<file path="src/rtl/seg7_multi_digit_driver.sv">
// Multi-digit 7-segment driver: binary value -> DIGITS decimal digits via a
// sequential double-dabble engine, or raw hex nibbles, encoded to segments.
// Ports: clk, reset (async, active-high); value/hex_mode/load request a new
// display; busy/done/overflow report status; hex_out carries 7 bits per
// digit as {g,f,e,d,c,b,a}, with digit 0 in the least significant bits.
module seg7_multi_digit_driver #(
  parameter int DIGITS        = 6,
  parameter int BIN_WIDTH     = 20,
  parameter bit ACTIVE_LOW    = 1'b1,
  parameter bit BLANK_LEADING = 1'b1
) (
  input  logic                   clk,
  input  logic                   reset,
  input  logic [BIN_WIDTH-1:0]   value,
  input  logic                   hex_mode,
  input  logic                   load,
  output logic                   busy,
  output logic                   done,
  output logic                   overflow,
  output logic [7*DIGITS-1:0]    hex_out
);

  localparam int BCD_W = 4 * DIGITS;
  localparam int SR_W  = BCD_W + BIN_WIDTH;
  localparam int CNT_W = $clog2(BIN_WIDTH + 1);

  function automatic logic [63:0] pow10(input int n);
    logic [63:0] r;
    r = 64'd1;
    for (int i = 0; i < n; i++) r = r * 64'd10;
    return r;
  endfunction

  // Largest value that fits in DIGITS decimal digits.
  localparam logic [63:0] DEC_MAX = pow10(DIGITS) - 64'd1;

  localparam logic [6:0] SEG_DASH   = 7'b1000000;
  localparam logic [6:0] SEG_BLANK  = 7'b0000000;
  localparam logic [6:0] HEX_OFF7   = ACTIVE_LOW ? 7'h7F : 7'h00;

  // Active-high gfedcba pattern for one nibble. In decimal mode a nibble
  // of 10..15 is impossible, so it is shown as a dash.
  function automatic logic [6:0] seg_enc(input logic [3:0] n, input logic hex);
    logic [6:0] s;
    case (n)
      4'd0:  s = 7'b0111111;
      4'd1:  s = 7'b0000110;
      4'd2:  s = 7'b1011011;
      4'd3:  s = 7'b1001111;
      4'd4:  s = 7'b1100110;
      4'd5:  s = 7'b1101101;
      4'd6:  s = 7'b1111101;
      4'd7:  s = 7'b0000111;
      4'd8:  s = 7'b1111111;
      4'd9:  s = 7'b1101111;
      4'd10: s = hex ? 7'b1110111 : SEG_DASH;
      4'd11: s = hex ? 7'b1111100 : SEG_DASH;
      4'd12: s = hex ? 7'b0111001 : SEG_DASH;
      4'd13: s = hex ? 7'b1011110 : SEG_DASH;
      4'd14: s = hex ? 7'b1111001 : SEG_DASH;
      default: s = hex ? 7'b1110001 : SEG_DASH;
    endcase
    return s;
  endfunction

  typedef enum logic [1:0] {IDLE, SHIFT, UPDATE} state_t;

  state_t              state_q, state_d;
  logic [SR_W-1:0]     sr_q, sr_d;
  logic [CNT_W-1:0]    cnt_q, cnt_d;
  logic                hex_q, hex_d;
  logic                ovf_cap_q, ovf_cap_d;
  logic                ovf_q, ovf_d;
  logic                done_q, done_d;
  logic [7*DIGITS-1:0] hex_out_q, hex_out_d;

  // Overflow is decided from the captured value, before any shifting.
  logic [63:0] value_ext;
  logic        dec_ovf, hex_ovf;
  assign value_ext = 64'(value);
  assign dec_ovf   = (value_ext > DEC_MAX);
  assign hex_ovf   = |(value_ext >> BCD_W);

  // One double-dabble step: correct every BCD nibble >= 5, then shift.
  logic [SR_W-1:0] sr_step;
  always_comb begin
    sr_step = sr_q;
    for (int i = 0; i < DIGITS; i++) begin
      if (sr_q[BIN_WIDTH+4*i +: 4] >= 4'd5)
        sr_step[BIN_WIDTH+4*i +: 4] = sr_q[BIN_WIDTH+4*i +: 4] + 4'd3;
    end
    sr_step = sr_step << 1;
  end

  // Digits to encode: BCD part after conversion, or the raw low nibbles.
  logic [63:0]      bin_ext;
  logic [BCD_W-1:0] digits;
  assign bin_ext = 64'(sr_q[BIN_WIDTH-1:0]);
  assign digits  = hex_q ? bin_ext[BCD_W-1:0] : sr_q[SR_W-1:BIN_WIDTH];

  // Encode from the most significant digit down so 'lead' tracks whether
  // every digit above (and including) this one is zero.
  logic [7*DIGITS-1:0] enc;
  logic                lead;
  logic [6:0]          seg;
  always_comb begin
    enc  = '0;
    lead = 1'b1;
    seg  = SEG_BLANK;
    for (int i = DIGITS - 1; i >= 0; i--) begin
      if (digits[4*i +: 4] != 4'd0) lead = 1'b0;
      if (ovf_cap_q)
        seg = SEG_DASH;
      else if (BLANK_LEADING && lead && (i != 0))
        seg = SEG_BLANK;
      else
        seg = seg_enc(digits[4*i +: 4], hex_q);
      enc[7*i +: 7] = ACTIVE_LOW ? ~seg : seg;
    end
  end

  always_comb begin
    state_d   = state_q;
    sr_d      = sr_q;
    cnt_d     = cnt_q;
    hex_d     = hex_q;
    ovf_cap_d = ovf_cap_q;
    ovf_d     = ovf_q;
    done_d    = 1'b0;
    hex_out_d = hex_out_q;
    case (state_q)
      IDLE: begin
        if (load) begin
          sr_d      = {{BCD_W{1'b0}}, value};
          cnt_d     = '0;
          hex_d     = hex_mode;
          ovf_cap_d = hex_mode ? hex_ovf : dec_ovf;
          state_d   = hex_mode ? UPDATE : SHIFT;
        end
      end
      SHIFT: begin
        sr_d  = sr_step;
        cnt_d = cnt_q + 1'b1;
        if (cnt_q == CNT_W'(BIN_WIDTH - 1)) state_d = UPDATE;
      end
      UPDATE: begin
        hex_out_d = enc;
        ovf_d     = ovf_cap_q;
        done_d    = 1'b1;
        state_d   = IDLE;
      end
      default: state_d = IDLE;
    endcase
  end

  always_ff @(posedge clk or posedge reset) begin
    if (reset) begin
      state_q   <= IDLE;
      sr_q      <= '0;
      cnt_q     <= '0;
      hex_q     <= 1'b0;
      ovf_cap_q <= 1'b0;
      ovf_q     <= 1'b0;
      done_q    <= 1'b0;
      hex_out_q <= {DIGITS{HEX_OFF7}};
    end else begin
      state_q   <= state_d;
      sr_q      <= sr_d;
      cnt_q     <= cnt_d;
      hex_q     <= hex_d;
      ovf_cap_q <= ovf_cap_d;
      ovf_q     <= ovf_d;
      done_q    <= done_d;
      hex_out_q <= hex_out_d;
    end
  end

  assign busy     = (state_q != IDLE);
  assign done     = done_q;
  assign overflow = ovf_q;
  assign hex_out  = hex_out_q;

endmodule

</file>
<file path="config.mk">
export PLATFORM = sky130hd
export DESIGN_NAME = seg7_multi_digit_driver
export DESIGN_NICKNAME = d
export VERILOG_FILES = /design/src/rtl/seg7_multi_digit_driver.sv
export SDC_FILE = /design/constraint.sdc
export NUM_CORES = 1
export LEC_CHECK = 0
export ABC_CLOCK_PERIOD_IN_PS = 3100
export BUFFER_PORTS_ARGS = -buffer_cell sky130_fd_sc_hd__buf_2
export CORE_AREA = 3 3 173 175
export CTS_CLUSTER_SIZE = 14
export DETAILED_ROUTE_END_ITERATION = 8
export DIE_AREA = 0 0 176 178
export PLACE_DENSITY = 0.49
export RECOVER_POWER = 50
export SYNTH_ARGS = -nofsm -noshare
export SYNTH_HDL_FRONTEND = slang
export SYNTH_SLANG_ARGS = --single-unit
export TNS_END_PERCENT = 50
</file>
<file path="constraint.sdc">
create_clock -name clk -period 3.1 [get_ports clk]
set_input_delay 0 -clock clk [delete_from_list [all_inputs] [get_ports clk]]
set_output_delay 0 -clock clk [all_outputs]
set_load 0.1 [all_outputs]
</file>
# Word-level counts from Yosys, hierarchy flattened
# Cells that the tools add are included.
# Widths: inputs -> output; s select.
totals:
  mem_bits_ro: 0
  elab_cells: 179
  memories: 0
  latchBits: 0
  in_bits: 24
  mem_bits_rw: 0
  reg_bits: 97
  out_inout_bits: 45
op_classes:
  muxes: 45
  n_reduce_logical: 17
  n_lt_le_gt_ge: 7
  n_eq_ne: 89
  n_addsub: 7
  n_bitwise: 6
  multipliers: 0
  div: 0
  shift: 0
op_table:
  columns: ["operator", "count"]
  rows:
  - ["$pmux 7 s15", 6]
  - ["$eq 4x4->1 const B", 42]
  - ["$eq 4x3->1 const B", 24]
  - ["$pmux 44 s2", 1]
  - ["$mux 7", 12]
  - ["$eq 4x2->1 const B", 12]
  - ["$mux 44", 1]
  - ["$not 7->7", 6]
  - ["$eq 4x1->1 const B", 6]
  - ["$ge 4x3->1 const B", 6]
  - ["$logic_not 4->1", 6]
  - ["$mux 24", 1]
  - ["$mux 6", 4]
  - ["$add 4x2->4 const B", 5]
  - ["$gt 20x20->1 const B", 1]
  - ["$mux 4", 5]
  - ["$reduce_bool 4->1", 5]
  - ["$mux 5", 2]
  - ["$pmux 5 s2", 1]
  - ["$mux 1", 7]
  - ["$mux 2", 3]
  - ["$reduce_and 2->1", 3]
  - ["$add 5x1->5 const B", 1]
  - ["$eq 5x5->1 const B", 1]
  - ["8 further kinds", 10]

# Logic depth before layout (Yosys ltp)
# Gate-level depths: netlist of run 1.
logic_depth:
  depth_word: 10
  depth_mapped: 9
  mapped_depth_nobuf: 7

# Worst setup path after synthesis of run 1
# Ideal clock, no wire load.
synth_timing:
  path_type: "register -> register"
  from: "register hex_q"
  to: "register hex_out_q[14], in the netlist hex_out[14]"
  required_ns: 3.017
  path_buffers: 2
  arrival_time_ns: 1.637
  path_slack_ns: 1.380
  setup_ns: 0.083
  period_less_slack_ns: 1.720
  stages_incl_launch_ff: 8
  cell_sequence: "dfrtp_1 > buf_6 > buf_12 > nor3b_1 > o22ai_1 > nor4_4 > nand3b_4 > o32a_1"
synth_between:
  elab_chain_len: 9
  word_cells_on_any_way: 32
  classes_between: "eq/ne: 14; mux: 12; bitwise: 1; reduce/logical: 5"
synth_lines:
  columns: ["item", "line", "rtl"]
  rows:
  - ["start, declared", "71", "logic hex_q, hex_d;"]
  - ["start signal, assigned", "161", "hex_q <= 1'b0;"]
  - ["start signal, assigned", "170", "hex_q <= hex_d;"]
  - ["$mux 24", "99", "assign digits = hex_q ? bin_ext[BCD_W-1:0] : sr_q[SR_W-1:BIN_WIDTH];"]
  - ["$reduce_bool 4->1", "111", "if (digits[4*i +: 4] != 4'd0) lead = 1'b0;"]
  - ["$mux 1 (4 in series)", "111", null]
  - ["$mux 7 (*)", "114", "else if (BLANK_LEADING && lead && (i != 0))"]
  - ["$mux 7 (*)", "112", "if (ovf_cap_q)"]
  - ["$not 7->7 (*)", "118", "enc[7*i +: 7] = ACTIVE_LOW ? ~seg : seg;"]
  - ["end signal, assigned", "165", "hex_out_q <= {DIGITS{HEX_OFF7}};"]
  - ["end signal, assigned", "174", "hex_out_q <= hex_out_d;"]
  - ["end, declared", "75", "logic [7*DIGITS-1:0] hex_out_q, hex_out_d;"]
# Every way passes the cells marked *; elsewhere a longest branch is shown, timed or not.
# A chain may end at the register's enable or synchronous reset.

# Worst setup path in the final report of run 1
layout_timing:
  from: "register hex_q"
  to: "register hex_out_q[7], in the netlist hex_out[7]"
layout_between:
  elab_chain_len: 10
  word_cells_on_any_way: 34
  classes_between: "eq/ne: 14; mux: 13; bitwise: 1; reduce/logical: 6"
layout_lines:
  columns: ["item", "line"]
  rows:
  - ["$mux 24", "99"]
  - ["$reduce_bool 4->1", "111"]
  - ["$mux 1 (5 in series)", "111"]
  - ["$mux 7 (*)", "114"]
  - ["$mux 7 (*)", "112"]
  - ["$not 7->7 (*)", "118"]
# Marked as above.

==> results of run 1 <==
[area by class of cell]
cell class | instances | share of cell area (%)
inverters | 19 | 0.926
clock inverters | 6 | 1.35
clock buffers | 10 | 2.87
well taps | 384 | 6.02
repair buffers | 107 | 8.11
flip-flops and latches | 97 | 31.1
multi-input cells | 601 | 49.6
[state kept, by name, indices dropped and copies added, names as in the netlist]
| signal | count |
|---|---|
| sr_q | 44 |
| hex_out | 42 |
| cnt_q | 5 |
| state_q | 2 |
| done | 1 |
| hex_q | 1 |
| overflow | 1 |
| ovf_cap_q | 1 |
[critical path, stage by stage, from the launching register on]
cell	delay [ps]
dfrtp_4	900
buf_12	310
mux2i_4	390
nand2_1	120
nor3b_1	320
a21oi_1	170
a21oi_1	180
[layer usage]
| layer | up-vias | share of wire (%) | GRT usage, % |
|---|---|---|---|
| li1 | 3007 | - | - |
| met1 | 3070 | 48 | 17.9 |
| met2 | 132 | 47 | 22.1 |
| met3 | 18 | 3.9 | 2.60 |
| met4 | 0 | 1.1 | 2.74 |
| met5 | - | 0 | 0 |
[what timing repair did]
action,in CTS,in global routing
hold buffers,22,0
endpoints found under the setup margin,0,0
hold endpoints to repair,53,0
buffers inserted,0,0
[cells by family after synthesis]
family / Yosys count
AO/OA/AOI/OAI: 295
adder cells (fa/ha/maj): 14
AND/OR/NAND/NOR: 238
buffers and inverters: 83
flip-flops: 97
multiplexers: 34
XOR/XNOR: 20
[worst max path at each step]
stage,from,endpoint,slack (ps),cells past startpoint
6_report,hex_q$_DFFE_PP0P_,hex_out[7]$_DFFE_PP1P_,590,6
5_1_grt,hex_q$_DFFE_PP0P_,hex_out[8]$_DFFE_PP1P_,450,6
4_1_cts,hex_q$_DFFE_PP0P_,hex_out[7]$_DFFE_PP1P_,610,6
3_5_place_dp,hex_q$_DFFE_PP0P_,hex_out[7]$_DFFE_PP1P_,630,6
3_3_place_gp,hex_q$_DFFE_PP0P_,hex_out[1]$_DFFE_PP1P_,680,6
2_1_floorplan,reset,cnt_q[0]$_DFFE_PP0P_,640,1
[synthesized netlist by cell type (3+ instances only)]
master	n
a211oi_1	12
a21o_1	4
a21oi_1	81
a22o_1	11
a22oi_1	20
a31oi_1	12
a32o_1	7
and3_1	6
buf_1	5
buf_2	12
buf_4	3
buf_6	3
clkbuf_1	39
dfrtp_1	55
dfstp_2	42
ha_1	13
inv_1	18
mux2_2	14
mux2i_1	6
mux2i_2	5
mux2i_4	7
nand2_1	50
nand2b_1	14
nand3_1	17
nand3b_1	6
nand4_1	8
nor2_1	68
nor2b_1	25
nor3_1	18
nor3b_1	9
o211ai_1	5
o21a_1	3
o21ai_0	64
o21ai_1	3
o221ai_1	3
o22a_1	12
o22ai_1	18
o31ai_1	10
o32ai_1	4
or2_2	3
xnor2_1	15
xor2_1	5
[stage by stage]
step	hold WS, ps	setup slack [ps]
2_1_floorplan	97.7	636
3_3_place_gp	212	679
3_5_place_dp	214	630
4_1_cts	12.5	613
5_1_grt	49.1	446
6_report	17.6	594
==> results.yml, run 1 <==
cells_and_area:
  instances_no_fill: 1224
  nFillCells: 3096
  final_nets: 872
  seqCellArea_mm2: 0.00248
  final_common_cell: "a21oi_1"
  layout_common_cells: "81 x a21oi_1, 68 x nor2_1, 64 x o21ai_0"
  area_growth_pct: 16.9
  drive_above_1_share_pct: 17.4
  antenna_cells: 0
  fin_area_mm2: 0.00798
  multiInputGateArea_mm2: 0.00395
  final_core_util_pct: 27.9
clock_network:
  cts_tree: "yes"
  path_clk_slew_ps: 80
  numCtsBuffers: 9
  ctsLongestPathBuffers: 2
  cts_sinks: 97
  clk_latency_ps: 360
  root_buffer: "clkbuf_16"
  cts_max_level: 3
  ctsResizeCount: 0
synth:
  synth_compound_gate_area_share_pct: 28.1
  ys_seq_area_share_pct: 36.4
  synthMuxAreaShare_pct: 6.95
  async_reset_ff_share_pct: 100
  synth_cells: 781
  synthesis.nets: 818
  ys.flop_type: "dfrtp_1"
  syn_area_per_cell_um2: 8.73
  synth_enable_flop_cells: 0
  synth_xor_area_share_pct: 2.57
  synthTopCellsByArea: "dfrtp_1 20%, dfstp_2 16%, a21oi_1 5.9%"
  ys.warnings.count: 0
  ys_ff_latch: 97
  synth_top_family_by_area: "compound AO/OA/AOI/OAI gates"
  synthSimpleGateAreaFrac_pct: 17.8
  yosysTopAreaCellShare_pct: 20.2
  synthAdderAreaFrac_pct: 2.55
  synth_cell_types: 78
  yosysTopAreaCell: "dfrtp_1"
  syn_area_mm2: 0.00682
run:
  drv_cap: 0
worst_setup_path:
  worstPathRequired_ps: 3380
  cp-end-kind: "flip-flop"
  critPathArrivalTime_ps: 2790
  r2r_start: "hex_q$_DFFE_PP0P_"
  reg2reg_slack_ps: 590
  worst_r2r_path_depth: 6
  r2r_end: "hex_out[7]$_DFFE_PP1P_"
  critPathMaxFanout: 54
  worst_setup_path_start_kind: "flip-flop"
  crit_type: "flip-flop to flip-flop"
timing:
  min_period_ps: 2510
  final_hold_viol_count: 0
  post-route-period-util_pct: 80.8
  setup_viol: 0
  tns_ps: 0
  fin_skew_ps: 13.3
  clock.fmax_mhz: 399
  rsz0062_at_grt: "no"
  worst_pin_slew_ps: 1210
  maxSlewHeadroom_pct: 20.0
  drv_slew: 0
placed_design:
  dpl_cell_area_mm2: 0.00747
  placed_cells: 1186
  gp_congestion: 0.879
  hpwl_mm: 14.7
  portBuffers: 68
routing:
  wire_per_inst_um: 17.0
  drtAntennaViolNets: 0
  via_per_inst: 5.09
  drtIter0Drc: 571
  post-route-drc-count: 0
  dr.pass1.iters: 5
  route.final.wire_length_mm: 20.8
  vias: 6227
min_path:
  min_to: "sr_q[14]$_DFFE_PP0P_"
  hp-start: "value[14]"
  hold_class: "input pin to flip-flop"
  hold_depth: 3
floorplanning:
  die_y_um: 178
  die-area_mm2: 0.0313
  dieWidth_um: 176
  core-area_mm2: 0.0286
  num_rows: 62
  start_util_pct: 23.8
  io_pins: 69
grt:
  grt_max_degree: 60
  grt_pass1_wl_mm: 33.4
  track_usage_pct: 13.2
  antenna_found_initial: 0
  grt-ovfl-total: 0
  grt_pass1_vias: 6028
run_status:
  status: "finished clean"
Power of run 1 is left out: the tool's default activity adds up to more than one toggle a clock period on the data nets, which glitch-free logic cannot reach.
==> run 2: changes to the inputs <==
--- a/config.mk
+++ b/config.mk
@@ -5,7 +5,7 @@
 export SDC_FILE = /design/constraint.sdc
 export NUM_CORES = 1
 export LEC_CHECK = 0
-export ABC_CLOCK_PERIOD_IN_PS = 3100
+export ABC_CLOCK_PERIOD_IN_PS = 2310
 export BUFFER_PORTS_ARGS = -buffer_cell sky130_fd_sc_hd__buf_2
 export CORE_AREA = 3 3 173 175
 export CTS_CLUSTER_SIZE = 14
==> constraint.sdc (replaced) <==
create_clock -name clk -period 2.31 [get_ports clk]
set_input_delay 0 -clock clk [delete_from_list [all_inputs] [get_ports clk]]
set_output_delay 0 -clock clk [all_outputs]
set_load 0.1 [all_outputs]
==> results.yml, run 2 (synthesis results as in run 1) <==
run_status:
  status: "finished clean"
clock_network:
  cts_max_level: 3
  cts_tree: "yes"
  ctsLongestPathBuffers: 2
  clk_latency_ps: 350
  cts_sinks: 97
  path_clk_slew_ps: 70
  numCtsBuffers: 9
  root_buffer: "clkbuf_16"
placed_design:
  gp_congestion: 0.872
  portBuffers: 68
  hpwl_mm: 15.1
run:
  drv_cap: 0
floorplanning:
  num_rows: 62
  dieWidth_um: 176
  die_y_um: 178
  io_pins: 69
  start_util_pct: 23.8
  core-area_mm2: 0.0286
  die-area_mm2: 0.0313
cells_and_area:
  area_growth_pct: 20.1
  layout_common_cells: "81 x a21oi_1, 68 x nor2_1, 64 x o21ai_0"
  largest_register_ffs: 44
  final_common_cell: "a21oi_1"
  antenna_cells: 0
  regMostFlops: "sr_q"
  drive_above_1_share_pct: 22.9
  nFillCells: 3091
  final_nets: 907
routing:
  via_per_inst: 5.06
  drtIter0Drc: 642
  dr.pass1.iters: 5
  post-route-drc-count: 0
  wire_per_inst_um: 16.9
  vias: 6376
  drtAntennaViolNets: 0
  route.final.wire_length_mm: 21.3
worst_setup_path:
  cp_slowest_cell: "dlygate4sd3_1"
  max_stage_delay_ps: 590
  worst_setup_path_start_kind: "flip-flop"
  cp-end-kind: "flip-flop"
  cp_cell_sequence: "buf_4, nor2b_1, buf_4, nand2b_1, o41ai_1, dlygate4sd3_1"
  worstPathRequired_ps: 2590
  critPathArrivalTime_ps: 2470
  critPathMaxFanout: 15
  path_common_cell: "buf_4"
  crit_type: "flip-flop to flip-flop"
timing:
  min_period_ps: 2180
  post-route-period-util_pct: 94.5
  final_hold_viol_count: 0
  fin_skew_ps: 12.4
  setup_viol: 0
  rsz0062_at_grt: "no"
  maxSlewHeadroom_pct: 20.6
  drv_slew: 0
  tns_ps: 0
  worst_pin_slew_ps: 1200
  clock.fmax_mhz: 458
grt:
  grt_pass1_vias: 6052
  grt_max_degree: 73
  grt-ovfl-total: 0
  antenna_found_initial: 0
  track_usage_pct: 13.5
  grt_pass1_wl_mm: 34.1
min_path:
  hold_class: "input pin to flip-flop"
run 2: cell count changes in the layout (fill, tap and decap cells not counted), moves of 2 or more:
cell / delta
buf_4: +37
bufinv_16: -3
buf_2: +15
dlygate4sd3_1: -2
clkbuf_1: -14
run 2: worst paths after layout:
kind | start | endpoint | slack [ps] | depth (start not counted)
setup / recovery | state_q[1]$_DFFE_PP0P_ | ovf_cap_q$_DFFE_PP0P_ | 130 | 6
hold / removal | value[14] | sr_q[14]$_DFFE_PP0P_ | 3 | 3
setup reg to reg | state_q[1]$_DFFE_PP0P_ | ovf_cap_q$_DFFE_PP0P_ | 130 | 6
hold reg to reg | hex_out[41]$_DFFE_PP1P_ | hex_out[41]$_DFFE_PP1P_ | 460 | 2
max in group asynchronous | reset | hex_q$_DFFE_PP0P_ | 710 | 4
min in group asynchronous | reset | sr_q[42]$_DFFE_PP0P_ | 140 | 3
run 2: routing by layer:
metal | track usage, % | share of wire (%) | up-vias
met5 | 0 | 0 | -
li1 | - | - | 3083
met3 | 2.47 | 5.2 | 19
met2 | 21.5 | 47 | 186
met1 | 19.0 | 47 | 3088
met4 | 3.27 | 1.3 | 0
run 2: final cells by class:
type                    instances  area, um^2  share of cell area (%)
clock inverters                 4        27.5                   0.336
flip-flops and latches         97        2480                    30.3
well taps                     384         480                    5.87
multi-input cells             601        3970                    48.4
repair buffers                142         922                    11.3
inverters                      19        72.6                   0.886
clock buffers                  12         236                    2.89
run 2: worst max-delay path, delay by kind of cell, from the launching register on:
kind                   cells  cell delay [ps]
buffers and inverters      3             1030
DFF                        1              390
AOI/OAI and AO/OA          1              370
and+or+nand+nor            2              320
run 2: stage by stage:
step | hold slack, ps | instances | area, um^2 | util (%) | worst slack, ps
after CTS | 0.109 | 1258 | 8210 | 28.7 | 101
after detailed placement | -65.8 | 1222 | 7750 | 27.1 | 142
after global placement | -61.4 | 1222 | 7750 | 27.1 | 88.5
after floorplan | 97.7 | 781 | 6830 | - | 590
final | 2.86 | 1259 | 8190 | 28.6 | 128
after global routing | 29.3 | 1259 | 8190 | 28.6 | 36.2
run 2: timing repair:
action | CTS | global route
hold endpoints to repair | 78 | 0
resized for setup | 0 | 2
setup endpoints to repair | 0 | 15
setup buffers | 0 | 1
hold buffers | 20 | 0
Power of run 2 is left out for the same reason.
